File: src/rtl/retire_rat.sv
// Retirement RAT: holds the committed arch->phys map and returns each superseded preg to the free list in commit order.
// Latency: map update visible after the accepting edge; freed tag is offered on fl_enqueue one cycle later (no bypass).
// Backpressure: commit_ready drops while the release buffer is full (registered only); releases stall while fl_full is high.
//
// Ports:
//   clk, rst_n                 clock (rising edge), async active-low reset
//   commit_valid/ready/rd/pd   ROB commit handshake with destination arch reg and its new preg
//   fl_full                    free list cannot take a tag this cycle
//   fl_enqueue, fl_preg_out    push of one freed preg into the free list
//   rrf_map                    flattened committed map, entry i at [i*PHYS_WIDTH +: PHYS_WIDTH]
//   rel_count                  release buffer occupancy
module retire_rat #(
   parameter int ARCH_REGS  = 32,
   parameter int PHYS_WIDTH = 6,
   parameter int REL_DEPTH  = 2
) (
   input  logic                              clk,
   input  logic                              rst_n,
   input  logic                              commit_valid,
   output logic                              commit_ready,
   input  logic [4:0]                        commit_rd,
   input  logic [PHYS_WIDTH-1:0]             commit_pd,
   input  logic                              fl_full,
   output logic                              fl_enqueue,
   output logic [PHYS_WIDTH-1:0]             fl_preg_out,
   output logic [ARCH_REGS*PHYS_WIDTH-1:0]   rrf_map,
   output logic [$clog2(REL_DEPTH):0]        rel_count
);

   localparam int IDX_W = $clog2(REL_DEPTH);
   localparam int PTR_W = IDX_W + 1;

   logic [PHYS_WIDTH-1:0] map_q [ARCH_REGS];
   logic [PHYS_WIDTH-1:0] rel_q [REL_DEPTH];
   logic [PTR_W-1:0]      head_q, head_d;
   logic [PTR_W-1:0]      tail_q, tail_d;

   logic rel_empty, rel_full;
   logic commit_acc, commit_wr;

   // Pointers carry one extra wrap bit so full and empty are distinguishable.
   assign rel_empty = (head_q == tail_q);
   assign rel_full  = (head_q[IDX_W-1:0] == tail_q[IDX_W-1:0]) &&
                      (head_q[IDX_W] != tail_q[IDX_W]);
   assign rel_count = tail_q - head_q;

   // Ready comes purely from registered occupancy; fl_full never reaches it combinationally.
   assign commit_ready = !rel_full;
   assign commit_acc   = commit_valid && commit_ready;
   // x0 commits are consumed but never remap or free anything.
   assign commit_wr    = commit_acc && (commit_rd != 5'd0);

   assign fl_enqueue  = !rel_empty && !fl_full;
   assign fl_preg_out = fl_enqueue ? rel_q[head_q[IDX_W-1:0]] : '0;

   always_comb begin
      head_d = head_q;
      tail_d = tail_q;
      if (fl_enqueue) head_d = head_q + PTR_W'(1);
      if (commit_wr)  tail_d = tail_q + PTR_W'(1);
   end

   always_ff @(posedge clk or negedge rst_n) begin
      if (!rst_n) begin
         head_q <= '0;
         tail_q <= '0;
         for (int i = 0; i < ARCH_REGS; i++) map_q[i] <= PHYS_WIDTH'(i);
         for (int j = 0; j < REL_DEPTH; j++) rel_q[j] <= '0;
      end else begin
         head_q <= head_d;
         tail_q <= tail_d;
         if (commit_wr) begin
            // Old mapping is read before this edge's write, so back-to-back
            // commits to one rd release the earlier commit's preg.
            rel_q[tail_q[IDX_W-1:0]] <= map_q[commit_rd];
            map_q[commit_rd]         <= commit_pd;
         end
      end
   end

   for (genvar g = 0; g < ARCH_REGS; g++) begin : g_map_out
      assign rrf_map[g*PHYS_WIDTH +: PHYS_WIDTH] = map_q[g];
   end

endmodule
File: config.mk
export PLATFORM = sky130hd
export DESIGN_NAME = retire_rat
export DESIGN_NICKNAME = d
export VERILOG_FILES = /design/src/rtl/retire_rat.sv
export SDC_FILE = /design/constraint.sdc
export NUM_CORES = 1
export LEC_CHECK = 0
export ABC_AREA = 1
export ABC_CLOCK_PERIOD_IN_PS = 3230
export CORE_MARGIN = 4
export CORE_UTILIZATION = 56
export CTS_CLUSTER_DIAMETER = 200
export DETAILED_ROUTE_END_ITERATION = 10
export GPL_ROUTABILITY_DRIVEN = 0
export PLACE_DENSITY = 0.87
export SYNTH_ARGS = -nofsm -noshare
export SYNTH_HDL_FRONTEND = slang
export SYNTH_SLANG_ARGS = --single-unit
File: constraint.sdc
create_clock -name clk -period 3.23 [get_ports clk]
set_input_delay 0.646 -clock clk [delete_from_list [all_inputs] [get_ports clk]]
set_output_delay 0.646 -clock clk [all_outputs]
set_load 0.05 [all_outputs]
==> results of run 1 <==
-- cell families (layout without fill, tap and decap cells) --
kind of cell | Yosys count | count (layout) | share of synthesized area (%)
xor+xnor | 4 | 4 | 0.340
buf+inv | 118 | 303 | 5.51
other cells | 0 | 1 | 0
simple gates | 833 | 833 | 32.1
flops | 208 | 208 | 51.5
compound gates | 193 | 193 | 10.5
fa+ha+maj | 1 | 1 | 0.121
-- power groups by stage --
stage                     sequential (mW)  clock, mW  combinational (mW)
final                                5.00       2.65                8.35
after global routing                 5.12       2.79                8.84
after CTS                            4.97       2.67                8.38
after detailed placement             4.98          0                8.31
after global placement               4.97          0                8.15
after floorplan                      8.20          0                2.14
-- final cells by class --
| type | count | area [um2] |
|---|---|---|
| flip-flops and latches | 208 | 5310 |
| fillers | 1336 | 4800 |
| multi-input cells | 1031 | 4430 |
| repair buffers | 236 | 2330 |
| clock buffers | 36 | 653 |
| well taps | 229 | 287 |
| clock inverters | 4 | 106 |
| inverters | 27 | 106 |
| diodes | 1 | 2.50 |
-- metal layers --
| layer | part of all wire, % | vias to the layer above | wire length [um] |
|---|---|---|---|
| met5 | 0 | - | 0 |
| met4 | 3.3 | 0 | 1070 |
| met3 | 8.9 | 90 | 2880 |
| met2 | 47 | 598 | 15200 |
| met1 | 41 | 4677 | 13200 |
| li1 | - | 4586 | - |
-- per-stage QoR --
step | hold slack, ns | utilization [%]
after floorplan | 0.350 | -
after global placement | 0.392 | 69.1
after detailed placement | 0.396 | 69.1
after CTS | 0.235 | 73.3
after global routing | 0.260 | 73.4
final | 0.207 | 73.4
-- how the worst min path moves through the flow --
stage	from	to	slack (ns)	cells after the start
4_1_cts	rst_n	rrf_map[158]	0.24	1
3_5_place_dp	rrf_map[5]	rrf_map[5]	0.40	0
6_report	rst_n	rrf_map[152]	0.21	1
2_1_floorplan	rst_n	head_q[0]	0.35	0
5_1_grt	rst_n	rrf_map[127]	0.26	1
3_3_place_gp	rrf_map[2]	rrf_map[2]	0.39	0
-- cell usage after synthesis, types with 6 or more instances --
cell,n
a21oi_1,6
buf_2,27
buf_6,8
clkbuf_1,47
dfrtp_1,128
dfstp_2,80
inv_1,15
inv_2,10
nand2_1,768
nand2_2,7
nand3_2,6
nor2_1,40
nor3_4,8
o21ai_0,45
o21ai_1,112
o21ai_2,30
-- worst max-delay path: stages (launching register included) --
cell	delay, ns
dfrtp_1	0.47
ha_1	0.36
inv_1	0.08
o21ai_1	0.09
inv_1	0.08
clkdlybuf4s50_1	0.80
-- sequential cells by signal (all words and copies together), names as in the netlist --
name	count
rel_q	12
tail_q	2
head_q	2
rrf_map	192
==> impl_metrics.yaml, run 1 <==
run_status:
  outcome: "finished, final reports clean"
final_layout:
  fin_cells: 1772
  syn2layout_area_growth_pct: 28.3
  mostFrequentLayoutCells: "nand2_1, clkdlybuf4s50_1, dfrtp_1, o21ai_1, dfstp_2"
  final_layout_size_suffix_gt1_share_pct: 13.4
  final_net_count: 1542
  final_common_cell: "nand2_1"
  final_area_um2: 13200
worst_setup_path:
  crit_required_ns: 2.58
  rr_startpoint: "head_q[0]"
  crit_start: "head_q[0]"
  r2r-end: "rrf_map[55]"
  critPathCapture: "fl_enqueue"
  rr_worst_depth: 8
  worstPathMaxFanout: 9
  r2r_slack_ns: 1.02
  end_kind: "output port"
  startpoint_type: "flip-flop"
  crit_type: "flip-flop to output port"
  critPathArrivalTime_ns: 2.38
clock_network:
  cts_buffers: 22
  ctsResizeCount: 0
  cts_tree: "done"
  clk_pin_slew_ns: 0.06
  clk_latency_ns: 0.51
  htreeDepth: 1
  cts-hold-fix-buffers: 0
  root_buffer: "clkbuf_16"
  cts_buffer_depth: 3
  cts_setup_buffers: 0
  clock_sinks: 208
sta:
  hold_viol_final: 0
  finClkSkew_ns: 0.0181
  finalSetupViolations: 0
  slew_viol_final: 0
  setup_ws_ns: 0.205
  slew-limit-headroom_pct: 38.7
  timing.fmax_ghz: 0.331
  finalSetupTns_ns: 0
  worst_pin_slew_ns: 0.919
  rsz0062_at_grt: "false"
  period_needed_ns: 3.03
  fin_crit_sh_pct: 93.7
global_route:
  grtUsageMet3_pct: 4.99
  groute.layer.met2.usage_pct: 50.1
  busiest_layer: "met2"
  use_met1_pct: 44.7
  grtUsageTotal_pct: 31.5
  grt_antenna_before_repair: 1
  grt_pass1_wl_um: 51900
  grt_pass1_vias: 9657
  overflow: 0
  grt_max_degree: 98
pwr:
  finalPower_mw: 16.0
  p_sw_mw: 7.80
  clock_power_share_pct: 16.5
  peakVddDrop_v: 0.000926
  p_leak_nw: 6.27
  seq_power_share_pct: 31.3
  comb_power_share_pct: 52.2
  powerDensity_nw_per_um2: 1210
  swShare_pct: 48.7
  p_int_mw: 8.20
detailed_routing:
  dr.first_iter.drc_count: 1136
  num_vias: 9951
  ant_nets: 0
  first_pass_iters: 6
  drcViolationCount: 0
  routed_wl_um: 32300
  routedWlPerCell_um: 18.2
  routed_via_density: 5.62
synth:
  synth.area.top_cells: "dfrtp_1, nand2_1, dfstp_2"
  ys_ff_latch: 208
  synth_flop_cell: "dfrtp_1"
  synth-seq-area-share_pct: 51.5
  synthesis.nets: 1373
  synthCells: 1357
  ys_types: 26
  synth_top_area_share_pct: 31.1
  avgSynthCellArea_um2: 7.59
  synth-edff-count: 0
  synth_top_cell_by_area: "dfrtp_1"
  synth_area_um2: 10300
  yosys_warnings: 0
  async_flop_share_pct: 100
run:
  maxCapViolations: 0
place:
  post-place-ws_ns: 0.355
  placed_cell_area_um2: 12500
  io_buffers: 216
  hpwl_um: 21600
  place_inst: 1731
floorplan:
  core-area_um2: 18000
  dieHeight_um: 144
  dieArea_um2: 20600
  start_util_pct: 57.2
  ios: 217
  rows: 49
  die_w_um: 144
hold_path:
  hp-class: "input port to async pin"
Note: power is estimated with default switching activity, not from simulation.
==> run 2, diff against run 1 <==
--- a/config.mk
+++ b/config.mk
@@ -8,11 +8,14 @@
 export ABC_AREA = 1
 export ABC_CLOCK_PERIOD_IN_PS = 3230
 export CORE_MARGIN = 4
-export CORE_UTILIZATION = 56
+export CORE_UTILIZATION = 57
+export CTS_BUF_LIST = sky130_fd_sc_hd__clkbuf_8
 export CTS_CLUSTER_DIAMETER = 200
 export DETAILED_ROUTE_END_ITERATION = 10
 export GPL_ROUTABILITY_DRIVEN = 0
-export PLACE_DENSITY = 0.87
+export PLACE_DENSITY = 0.88
+export RECOVER_POWER = 50
+export SETUP_SLACK_MARGIN = 0.15
 export SYNTH_ARGS = -nofsm -noshare
 export SYNTH_HDL_FRONTEND = slang
 export SYNTH_SLANG_ARGS = --single-unit
==> impl_metrics.yaml, run 2 (synthesis results as in run 1) <==
run_status:
  outcome: "finished, violations left"
  violations: "max-capacitance violations, max-slew violations"
global_route:
  grt_max_degree: 87
  overflow: 0
  grtUsageTotal_pct: 31.4
  grt_pass1_vias: 9678
  grt_antenna_before_repair: 0
  grt_pass1_wl_um: 50700
detailed_routing:
  drcViolationCount: 0
  routed_wl_um: 31900
  routedWlPerCell_um: 17.8
  routed_via_density: 5.56
  dr.first_iter.drc_count: 1112
  ant_nets: 0
  first_pass_iters: 6
  num_vias: 9952
worst_setup_path:
  startpoint_type: "flip-flop"
  critPathMaxStageDelay_ns: 0.81
  critPathArrivalTime_ns: 2.29
  crit_required_ns: 2.58
  worstPathMaxFanout: 9
  crit_type: "flip-flop to output port"
  cpMaxStageDelayCell: "clkdlybuf4s50_1"
  path_cells: "ha_1 > nand2_1 > clkdlybuf4s50_1"
  end_kind: "output port"
pwr:
  p_leak_nw: 6.43
  peakVddDrop_v: 0.000857
  finalPower_mw: 15.3
  powerDensity_nw_per_um2: 1170
floorplan:
  dieArea_um2: 20300
  ios: 217
  dieHeight_um: 142
  die_w_um: 142
  start_util_pct: 58.8
  rows: 48
  core-area_um2: 17500
clock_network:
  clk_pin_slew_ns: 0.07
  htreeDepth: 2
  cts_buffer_depth: 3
  cts_buffers: 34
  root_buffer: "clkbuf_8"
  clk_latency_ns: 0.54
  clock_sinks: 208
  cts_tree: "done"
final_layout:
  fin_cells: 1791
  mostFrequentLayoutCells: "nand2_1, clkdlybuf4s50_1, dfrtp_1, o21ai_1, dfstp_2"
  largest_reg_flops: 192
  final_layout_size_suffix_gt1_share_pct: 13.4
  final_net_count: 1555
  fin_util_pct: 74.4
  syn2layout_area_growth_pct: 26.7
  final_common_cell: "nand2_1"
sta:
  slew_viol_final: 77
  setup_ws_ns: 0.290
  worst_pin_slew_ns: 1.94
  hold_viol_final: 0
  rsz0062_at_grt: "false"
  finClkSkew_ns: 0.0259
  finalSetupTns_ns: 0
  period_needed_ns: 2.94
  fin_crit_sh_pct: 91.0
  timing.fmax_ghz: 0.340
  slew-limit-headroom_pct: -29.6
  finalSetupViolations: 0
hold_path:
  hp-class: "flip-flop to flip-flop"
place:
  place_inst: 1728
  io_buffers: 216
  hpwl_um: 22000
  post-place-ws_ns: 0.368
run:
  maxCapViolations: 1
==> run 2: final timing paths <==
check                      cells after the start           end       start  slack (ns)
min                                            0    rrf_map[4]  rrf_map[4]        0.40
max reg2reg                                    7   rrf_map[98]   head_q[0]        0.67
max                                            3  commit_ready   head_q[0]        0.29
min in group asynchronous                      1  rrf_map[113]       rst_n        0.64
min reg2reg                                    0    rrf_map[4]  rrf_map[4]        0.40
max in group asynchronous                      2  rrf_map[169]       rst_n        0.69
==> run 2: cell type report <==
type	count	area [um2]
Fill cell	1321	4480
Tap cell	225	282
Sequential cell	208	5310
Inverter	27	106
Multi-Input combinational cell	1031	4400
Timing Repair Buffer	237	2320
Antenna cell	1	2.50
Clock inverter	23	106
Clock buffer	39	537
==> run 2: stage by stage <==
step                      cell area (um2)  hold WS [ns]
final                               13100         0.396
after global routing                13100         0.424
after CTS                           13100         0.153
after detailed placement            12500         0.388
after global placement              12500         0.388
after floorplan                     10300         0.350
==> run 2: report_power, final <==
group	internal [mW]	switching, mW	leakage [nW]
Combinational	2.48	5.70	3.52
Sequential	3.96	1.03	2.52
Clock	1.11	1.05	0.388
Total	7.55	7.78	6.43
==> run 2: layer usage <==
layer / track usage [%] / part of all wire [%]
met5: 0 / 0
met4: 13.6 / 4.1
met3: 6.69 / 9.5
met2: 49.8 / 47
met1: 42.1 / 39
==> run 2: worst max-delay path: cells and delay by family, from the launching register on <==
| kind | cells | cell delay, ns |
|---|---|---|
| AND/OR/NAND/NOR | 1 | 0.13 |
| adder cells (fa/ha/maj) | 1 | 0.35 |
| flip-flops | 1 | 0.47 |
| buffers and inverters | 1 | 0.81 |
==> run 2: repair_timing <==
item                                    CTS  global route
endpoints found under the setup margin    0             1
hold buffers                              0             0
resized for setup                         0             1
buffers inserted                          0             0
==> run 3, diff against run 2 <==
--- a/config.mk
+++ b/config.mk
@@ -16,6 +16,7 @@
 export PLACE_DENSITY = 0.88
 export RECOVER_POWER = 50
 export SETUP_SLACK_MARGIN = 0.15
+export SLEW_MARGIN = 20
 export SYNTH_ARGS = -nofsm -noshare
 export SYNTH_HDL_FRONTEND = slang
 export SYNTH_SLANG_ARGS = --single-unit
==> results of run 3 <==
Same layout as run 2: the final DEF is identical, and so are final timing and power.
